--- config.mk ---
export PLATFORM = sky130hd
export DESIGN_NAME = dmem_arbiter_flat
export DESIGN_NICKNAME = d
export VERILOG_FILES = /design/src/rtl/dmem_arbiter_if.sv /design/src/rtl/dmem_arbiter.sv /design/src/flat_wrapper.sv
export SDC_FILE = /design/constraint.sdc
export NUM_CORES = 1
export LEC_CHECK = 0
export BUFFER_PORTS_ARGS = -buffer_cell sky130_fd_sc_hd__buf_4
export CAP_MARGIN = 20
export CORE_UTILIZATION = 41
export DETAILED_ROUTE_END_ITERATION = 10
export GPL_ROUTABILITY_DRIVEN = 0
export PLACE_DENSITY = 0.79
export SLEW_MARGIN = 20
export SYNTH_ARGS = -nofsm -noshare
export SYNTH_HDL_FRONTEND = slang
export SYNTH_SLANG_ARGS = --single-unit
export TNS_END_PERCENT = 50
--- constraint.sdc ---
create_clock -name clk -period 1.7 [get_ports clk]
set_input_delay 0.255 -clock clk [delete_from_list [all_inputs] [get_ports clk]]
set_output_delay 0.255 -clock clk [all_outputs]
set_load 0.01 [all_outputs]
--- src/rtl/dmem_arbiter_if.sv ---
// dmem_arbiter_if: CPU, VGA line-fetch and memory-side signals of the
// data-memory arbiter; slave = arbiter view, master = client/memory view.
interface dmem_arbiter_if #(
  parameter int ADDR_W = 32,
  parameter int DATA_W = 32,
  parameter int LEN_W  = 5
);
  logic              cpu_req;
  logic              cpu_we;
  logic [ADDR_W-1:0] cpu_addr;
  logic [DATA_W-1:0] cpu_wdata;
  logic [DATA_W-1:0] cpu_rdata;
  logic              cpu_stall;

  logic              vga_req;
  logic [ADDR_W-1:0] vga_addr;
  logic [LEN_W-1:0]  vga_len;
  logic              vga_gnt;
  logic [DATA_W-1:0] vga_rdata;
  logic              vga_rvalid;
  logic              vga_done;

  logic              mem_en;
  logic              mem_we;
  logic [ADDR_W-1:0] mem_addr;
  logic [DATA_W-1:0] mem_wdata;
  logic [DATA_W-1:0] mem_rdata;

  modport slave (
    input  cpu_req, cpu_we, cpu_addr, cpu_wdata,
    output cpu_rdata, cpu_stall,
    input  vga_req, vga_addr, vga_len,
    output vga_gnt, vga_rdata, vga_rvalid, vga_done,
    output mem_en, mem_we, mem_addr, mem_wdata,
    input  mem_rdata
  );

  modport master (
    output cpu_req, cpu_we, cpu_addr, cpu_wdata,
    input  cpu_rdata, cpu_stall,
    output vga_req, vga_addr, vga_len,
    input  vga_gnt, vga_rdata, vga_rvalid, vga_done,
    input  mem_en, mem_we, mem_addr, mem_wdata,
    output mem_rdata
  );
endinterface

--- src/rtl/dmem_arbiter.sv ---
// dmem_arbiter: CPU-priority data-memory arbiter with bounded VGA bursts.
// Optional DMEM_ARB_STATS_EN adds stall and burst counters.
module dmem_arbiter #(
  parameter int ADDR_W       = 32,
  parameter int DATA_W       = 32,
  parameter int BURST_MAX    = 16,
  parameter int LEN_W        = 5,
  parameter int STARVE_LIMIT = 8
) (
  input  logic         clk,
  input  logic         reset,
  dmem_arbiter_if.slave bus
`ifdef DMEM_ARB_STATS_EN
  ,
  output logic [31:0]  stat_cpu_stall,
  output logic [31:0]  stat_vga_bursts
`endif
);

  typedef enum logic [1:0] {
    IDLE,
    CPU_RD,
    VGA_BURST,
    VGA_DRAIN
  } state_t;

  localparam int SW = $clog2(STARVE_LIMIT + 1);
  localparam logic [SW-1:0] STARVE_MAX = SW'(STARVE_LIMIT);
  localparam logic [LEN_W-1:0] LEN_MAX = LEN_W'(BURST_MAX);
  localparam logic [LEN_W-1:0] LEN_ONE = LEN_W'(1);

  state_t            r_state;
  logic [SW-1:0]     r_starve;
  logic [LEN_W-1:0]  r_rem;
  logic [ADDR_W-1:0] r_addr;
  logic              r_rvalid;
  logic [DATA_W-1:0] r_cpu_rdata;

  logic              w_idle;
  logic              w_burst;
  logic              w_drain;
  logic              w_vga_win;
  logic              w_cpu_win;
  logic              w_cpu_wr;
  logic              w_cpu_rd;
  logic              w_stall;
  logic              w_gnt;
  logic [LEN_W-1:0]  w_len_in;

  assign w_idle  = (r_state == IDLE);
  assign w_burst = (r_state == VGA_BURST);
  assign w_drain = (r_state == VGA_DRAIN);

  assign w_vga_win = w_idle & bus.vga_req
                   & (~bus.cpu_req | (r_starve >= STARVE_MAX));
  assign w_cpu_win = w_idle & bus.cpu_req & ~w_vga_win;
  assign w_cpu_wr  = w_cpu_win & bus.cpu_we;
  assign w_cpu_rd  = w_cpu_win & ~bus.cpu_we;

  assign w_len_in = (bus.vga_len > LEN_MAX) ? LEN_MAX : bus.vga_len;

  // Request-driven outputs are forced low while reset is held.
  assign w_gnt   = reset & w_vga_win;
  assign w_stall = reset & bus.cpu_req
                 & (w_burst | w_drain | w_vga_win | w_cpu_rd);

  assign bus.vga_gnt    = w_gnt;
  assign bus.cpu_stall  = w_stall;
  assign bus.vga_rvalid = r_rvalid;
  assign bus.vga_rdata  = r_rvalid ? bus.mem_rdata : '0;
  assign bus.vga_done   = w_drain;
  assign bus.cpu_rdata  = (r_state == CPU_RD) ? bus.mem_rdata
                                               : r_cpu_rdata;

  always_comb begin
    bus.mem_en    = 1'b0;
    bus.mem_we    = 1'b0;
    bus.mem_addr  = '0;
    bus.mem_wdata = '0;
    if (reset) begin
      unique case (1'b1)
        w_cpu_wr: begin
          bus.mem_en    = 1'b1;
          bus.mem_we    = 1'b1;
          bus.mem_addr  = bus.cpu_addr;
          bus.mem_wdata = bus.cpu_wdata;
        end
        w_cpu_rd: begin
          bus.mem_en   = 1'b1;
          bus.mem_addr = bus.cpu_addr;
        end
        w_burst: begin
          bus.mem_en   = 1'b1;
          bus.mem_addr = r_addr;
        end
        default: ;
      endcase
    end
  end

  always_ff @(posedge clk or negedge reset) begin
    if (!reset) begin
      r_state     <= IDLE;
      r_starve    <= '0;
      r_rem       <= '0;
      r_addr      <= '0;
      r_rvalid    <= 1'b0;
      r_cpu_rdata <= '0;
    end else begin
      r_rvalid <= w_burst;
      if (w_vga_win)
        r_starve <= '0;
      else if (bus.vga_req && (r_starve < STARVE_MAX))
        r_starve <= r_starve + 1'b1;
      unique case (r_state)
        IDLE: begin
          if (w_vga_win) begin
            r_addr  <= bus.vga_addr;
            r_rem   <= w_len_in;
            r_state <= (w_len_in == '0) ? VGA_DRAIN : VGA_BURST;
          end else if (w_cpu_rd) begin
            r_state <= CPU_RD;
          end
        end
        CPU_RD: begin
          r_cpu_rdata <= bus.mem_rdata;
          r_state     <= IDLE;
        end
        VGA_BURST: begin
          r_addr <= r_addr + 1'b1;
          r_rem  <= r_rem - 1'b1;
          if (r_rem == LEN_ONE)
            r_state <= VGA_DRAIN;
        end
        VGA_DRAIN: r_state <= IDLE;
        default:   r_state <= IDLE;
      endcase
    end
  end

`ifdef DMEM_ARB_STATS_EN
  logic [31:0] r_stat_stall;
  logic [31:0] r_stat_bursts;

  always_ff @(posedge clk or negedge reset) begin
    if (!reset) begin
      r_stat_stall  <= '0;
      r_stat_bursts <= '0;
    end else begin
      if (w_stall && (r_stat_stall != '1))
        r_stat_stall <= r_stat_stall + 32'd1;
      if (w_gnt && (r_stat_bursts != '1))
        r_stat_bursts <= r_stat_bursts + 32'd1;
    end
  end

  assign stat_cpu_stall  = r_stat_stall;
  assign stat_vga_bursts = r_stat_bursts;
`endif

endmodule

--- src/flat_wrapper.sv ---
// flat-port wrapper written by rule: the top's interface ports become plain ports
module dmem_arbiter_flat 
#(
  parameter int ADDR_W       = 32,
  parameter int DATA_W       = 32,
  parameter int BURST_MAX    = 16,
  parameter int LEN_W        = 5,
  parameter int STARVE_LIMIT = 8
)
  (clk, reset, bus_cpu_req, bus_cpu_we, bus_cpu_addr, bus_cpu_wdata, bus_cpu_rdata, bus_cpu_stall, bus_vga_req, bus_vga_addr, bus_vga_len, bus_vga_gnt, bus_vga_rdata, bus_vga_rvalid, bus_vga_done, bus_mem_en, bus_mem_we, bus_mem_addr, bus_mem_wdata, bus_mem_rdata);
  dmem_arbiter_if #(.ADDR_W(ADDR_W), .DATA_W(DATA_W), .LEN_W(LEN_W)) bus_i ();
  input  logic clk;
  input  logic reset;
  input wire logic [$bits(bus_i.cpu_req)-1:0] bus_cpu_req;
  input wire logic [$bits(bus_i.cpu_we)-1:0] bus_cpu_we;
  input wire logic [$bits(bus_i.cpu_addr)-1:0] bus_cpu_addr;
  input wire logic [$bits(bus_i.cpu_wdata)-1:0] bus_cpu_wdata;
  output wire logic [$bits(bus_i.cpu_rdata)-1:0] bus_cpu_rdata;
  output wire logic [$bits(bus_i.cpu_stall)-1:0] bus_cpu_stall;
  input wire logic [$bits(bus_i.vga_req)-1:0] bus_vga_req;
  input wire logic [$bits(bus_i.vga_addr)-1:0] bus_vga_addr;
  input wire logic [$bits(bus_i.vga_len)-1:0] bus_vga_len;
  output wire logic [$bits(bus_i.vga_gnt)-1:0] bus_vga_gnt;
  output wire logic [$bits(bus_i.vga_rdata)-1:0] bus_vga_rdata;
  output wire logic [$bits(bus_i.vga_rvalid)-1:0] bus_vga_rvalid;
  output wire logic [$bits(bus_i.vga_done)-1:0] bus_vga_done;
  output wire logic [$bits(bus_i.mem_en)-1:0] bus_mem_en;
  output wire logic [$bits(bus_i.mem_we)-1:0] bus_mem_we;
  output wire logic [$bits(bus_i.mem_addr)-1:0] bus_mem_addr;
  output wire logic [$bits(bus_i.mem_wdata)-1:0] bus_mem_wdata;
  input wire logic [$bits(bus_i.mem_rdata)-1:0] bus_mem_rdata;
  assign bus_i.cpu_req = bus_cpu_req;
  assign bus_i.cpu_we = bus_cpu_we;
  assign bus_i.cpu_addr = bus_cpu_addr;
  assign bus_i.cpu_wdata = bus_cpu_wdata;
  assign bus_cpu_rdata = bus_i.cpu_rdata;
  assign bus_cpu_stall = bus_i.cpu_stall;
  assign bus_i.vga_req = bus_vga_req;
  assign bus_i.vga_addr = bus_vga_addr;
  assign bus_i.vga_len = bus_vga_len;
  assign bus_vga_gnt = bus_i.vga_gnt;
  assign bus_vga_rdata = bus_i.vga_rdata;
  assign bus_vga_rvalid = bus_i.vga_rvalid;
  assign bus_vga_done = bus_i.vga_done;
  assign bus_mem_en = bus_i.mem_en;
  assign bus_mem_we = bus_i.mem_we;
  assign bus_mem_addr = bus_i.mem_addr;
  assign bus_mem_wdata = bus_i.mem_wdata;
  assign bus_i.mem_rdata = bus_mem_rdata;
  dmem_arbiter #(.ADDR_W(ADDR_W), .DATA_W(DATA_W), .BURST_MAX(BURST_MAX), .LEN_W(LEN_W), .STARVE_LIMIT(STARVE_LIMIT)) u_core (.clk(clk), .reset(reset), .bus(bus_i));
endmodule
==> summary.md <==
| Metric | Value |
|---|---|
| Setup WS post-layout | -0.4056 ns |
| Worst path top cell family by delay | buffers and inverters |
| Initial antenna violation count | 0 |
| Port bufs | 271 |
| Initial drt markers | 568 |
| Mapped Cells | 562 |
| H-tree level count | 3 |
| DR WL/cell | 20.34 um |
| CP startpoint kind | flop |
| NumNets Final | 1044 |
| Synth Register Bits | 76 |
| Clock Tree Root | clkbuf_16 |
| EDFF count, synth | 0 |
| Min-delay worst type | in -> async |
| Buffers & Inverters on Critical Path | 3 |
| Tot GR Track Use | 30.53% |
| ANT nets after route | 0 |
| Pwr dens | 1658 nW/um^2 |
| DRC viols | 21 |
| First-pass GRT wire length | 30080 um |
| Critical path peak fanout | 8 |
| Vias in the first global route | 5789 |
| Crit path arrival time | 1.85 ns |
| Slew @ Worst Pin | 0.5393 ns |
| Vias/cell | 5.859 |
| TritonCTS clock tree | yes |
| IO Pins | 272 |
| Clk slew on worst S/H paths | 0.06 ns |
| Pwr Total | 14.60 mW |
| Final worst path period need | 2.106 ns |
| RSZ-0062 raised after global routing | yes |
| Num CTS Buffers | 9 |
| Antenna cells | 0 |
| Leak | 4.258 nW |
| Chip width | 111.9 um |
| Starting Density | 42.63% |
| Final period util | 123.9% |
| Failing checks | design-rule violations, negative setup slack |
| Hold Violations, Final | 0 |
| Netlist cell types | 61 |
| Placed Area | 7585 sq um |
| Max-slew violations | 0 |
| Synth Flop Type | dfrtp_1 |
| Yosys Warn Count | 0 |
| CORE AREA | 11610 sq um |
| Die area | 12520 sq um |
| DR vias | 6146 |
| Avg Cell Area, Syn | 8.810 sq um |
| Headroom to the max-slew limit | 64.05% |
| Post-synthesis to final-layout area growth | 77.84% |
| Worst setup EP type | output port |
| # fillers | 731 |
| Crit-path max cell delay | 0.44 ns |
| Critical path class | reg -> out |
| Most common cell on crit path | buf_4 |
| Setup violators final | 115 |
| Max-capacitance violation count | 0 |
| Post-synthesis sequential area ratio | 38.41% |
| Setup TNS | -35.21 ns |
| Post-layout instance area | 8805 sq um |
| Clk sinks | 76 |
| Async set-reset flop share out of synthesis | 100.0% |
| Total Wirelength | 21330 um |
| DRT Pass-1 Iters | 8 |
| Pin count of the biggest net entering global routing | 42 |
| Fmax | 0.4749 GHz |
| Critical path cell sequence | nor2_4 -> nand2_2 -> a21oi_4 -> buf_4 -> clkbuf_16 -> a22oi_1 -> nor2b_1 -> buf_4 |
| Grt ovf | 0 |
| Hpwl dp | 14020 um |
| Mapped cell area | 4951 sq um |
| Slowest stage cell, crit path | dfrtp_1 |
| Run status | finished, violations left |
| Final setup skew | 0.01055 ns |
| Layout cell share with drive strength beyond 1 | 53.31% |
| Critical Path RT | 1.44 ns |
| Maximum vdd drop | 0.7915 mV |
| Die Y | 111.9 um |
| Row count | 39 |
| Net count after synthesis | 705 |
| Clock latency on the worst-skew pair | 0.33 ns |
| Clock Path Buffers | 2 |
final cells by class:
type	count	area (sq um)	area share [%]
clock buffers	9	225.2	2.558
inverters	13	61.31	0.6963
flip-flops and latches	76	1904	21.63
clock inverters	7	57.56	0.6537
repair buffers	370	3168	35.98
well taps	143	178.9	2.032
multi-input cells	431	3209	36.45
sequential cells by signal, summed over array words and instances, names as in the netlist:
| signal | flops |
|---|---|
| u_core.bus.vga_rvalid | 1 |
| u_core.r_starve | 4 |
| u_core.r_addr | 32 |
| u_core.r_rem | 5 |
| u_core.r_cpu_rdata | 32 |
| u_core.r_state | 2 |
power by group:
group	total (mW)	internal, mW	switching, mW
clock	1.83	1.01	0.820
combinational	9.25	4.81	4.44
sequential	3.52	2.70	0.817
total	14.6	8.52	6.08
worst register-to-register path: stages (launching register included):
cell and delay [ns]:
dfrtp_1 0.44, buf_6 0.16, buf_6 0.11, nand4b_1 0.24, nor4_1 0.24, buf_4 0.17
mux2i_1 0.18, nand2_1 0.06, and3_1 0.16
synth_stat cells, drive strengths merged (14+ instances only):
| master | count | area, sq um |
|---|---|---|
| clkbuf | 31 | 116.4 |
| nand2 | 53 | 201.5 |
| nor2 | 37 | 138.9 |
| and2 | 67 | 419.2 |
| a22oi | 31 | 232.7 |
| nor2b | 26 | 162.7 |
| a21oi | 14 | 70.07 |
| dfrtp | 76 | 1902 |
| mux2 | 33 | 375.4 |
| nor3 | 14 | 81.33 |
| nand3 | 27 | 140.1 |
worst paths after layout:
check	end	from	cells past startpoint	slack [ns]
min	u_core.r_addr[1]	reset	2	0.05
max reg2reg	u_core.r_addr[13]	u_core.r_state[0]	8	-0.17
min in group clk	u_core.r_addr[26]	bus_vga_addr[26]	3	0.12
min reg2reg	u_core.r_cpu_rdata[12]	u_core.r_cpu_rdata[12]	1	0.50
max in group asynchronous	u_core.r_addr[13]	reset	4	0.54
max	bus_mem_addr[14]	u_core.r_state[0]	8	-0.41
per-layer routing:
layer  wire (um)  share of wire [%]  up-vias  track usage, %
li1            -                  -     2682               -
met1        7873                 37     2918           37.96
met2       10690                 50      459           52.88
met3        2032                9.5       87           5.335
met4         735                3.4        0           11.35
met5           0                  0        -               0
cell usage in the layout (no fill, tap or decap), types with 11 or more instances in the layout:
cell	instances
buf_4	302
a22oi_1	19
buf_6	54
nor2_1	32
mux2_4	33
a22oi_2	12
nand4_1	11
dfrtp_1	74
nand2_1	45
clkbuf_16	11
and2_1	59
nor2b_1	26
a21oi_1	12
nand3_1	25
kinds of logic (layout without fill, tap and decap cells):
logic type                 after synthesis  after routing  share of synthesized area (%)
adders and majority gates                5              5                          1.264
xor gates and xnor gates                 8              8                          1.415
buffers and inverters                   55            399                          4.347
AOI/OAI and AO/OA                      119            119                          17.06
and+or+nand+nor                        261            261                          28.91
muxes                                   38             38                          8.592
DFF                                     76             76                          38.41
per-stage QoR:
stage	utilization, %	worst slack [ns]	cells	hold WS, ns
6_report	75.81	-0.4056	1049	0.04928
5_1_grt	75.81	-0.4224	1049	0.05461
4_1_cts	71.78	-0.3425	1037	0.1115
3_5_place_dp	65.31	-0.1580	1004	0.1000
3_3_place_gp	65.31	-0.06373	1004	0.1014
2_1_floorplan	-	-0.06213	562	-0.04059
what timing repair did:
action | CTS | global route
resized for setup | 84 | 88
gates cloned | 4 | 3
hold endpoints to repair | 9 | 0
endpoints found under the setup margin | 117 | 130
hold buffers | 2 | 0
pin swaps | 10 | 10
buffers inserted | 12 | 9
(Power assumes the default switching activity.)
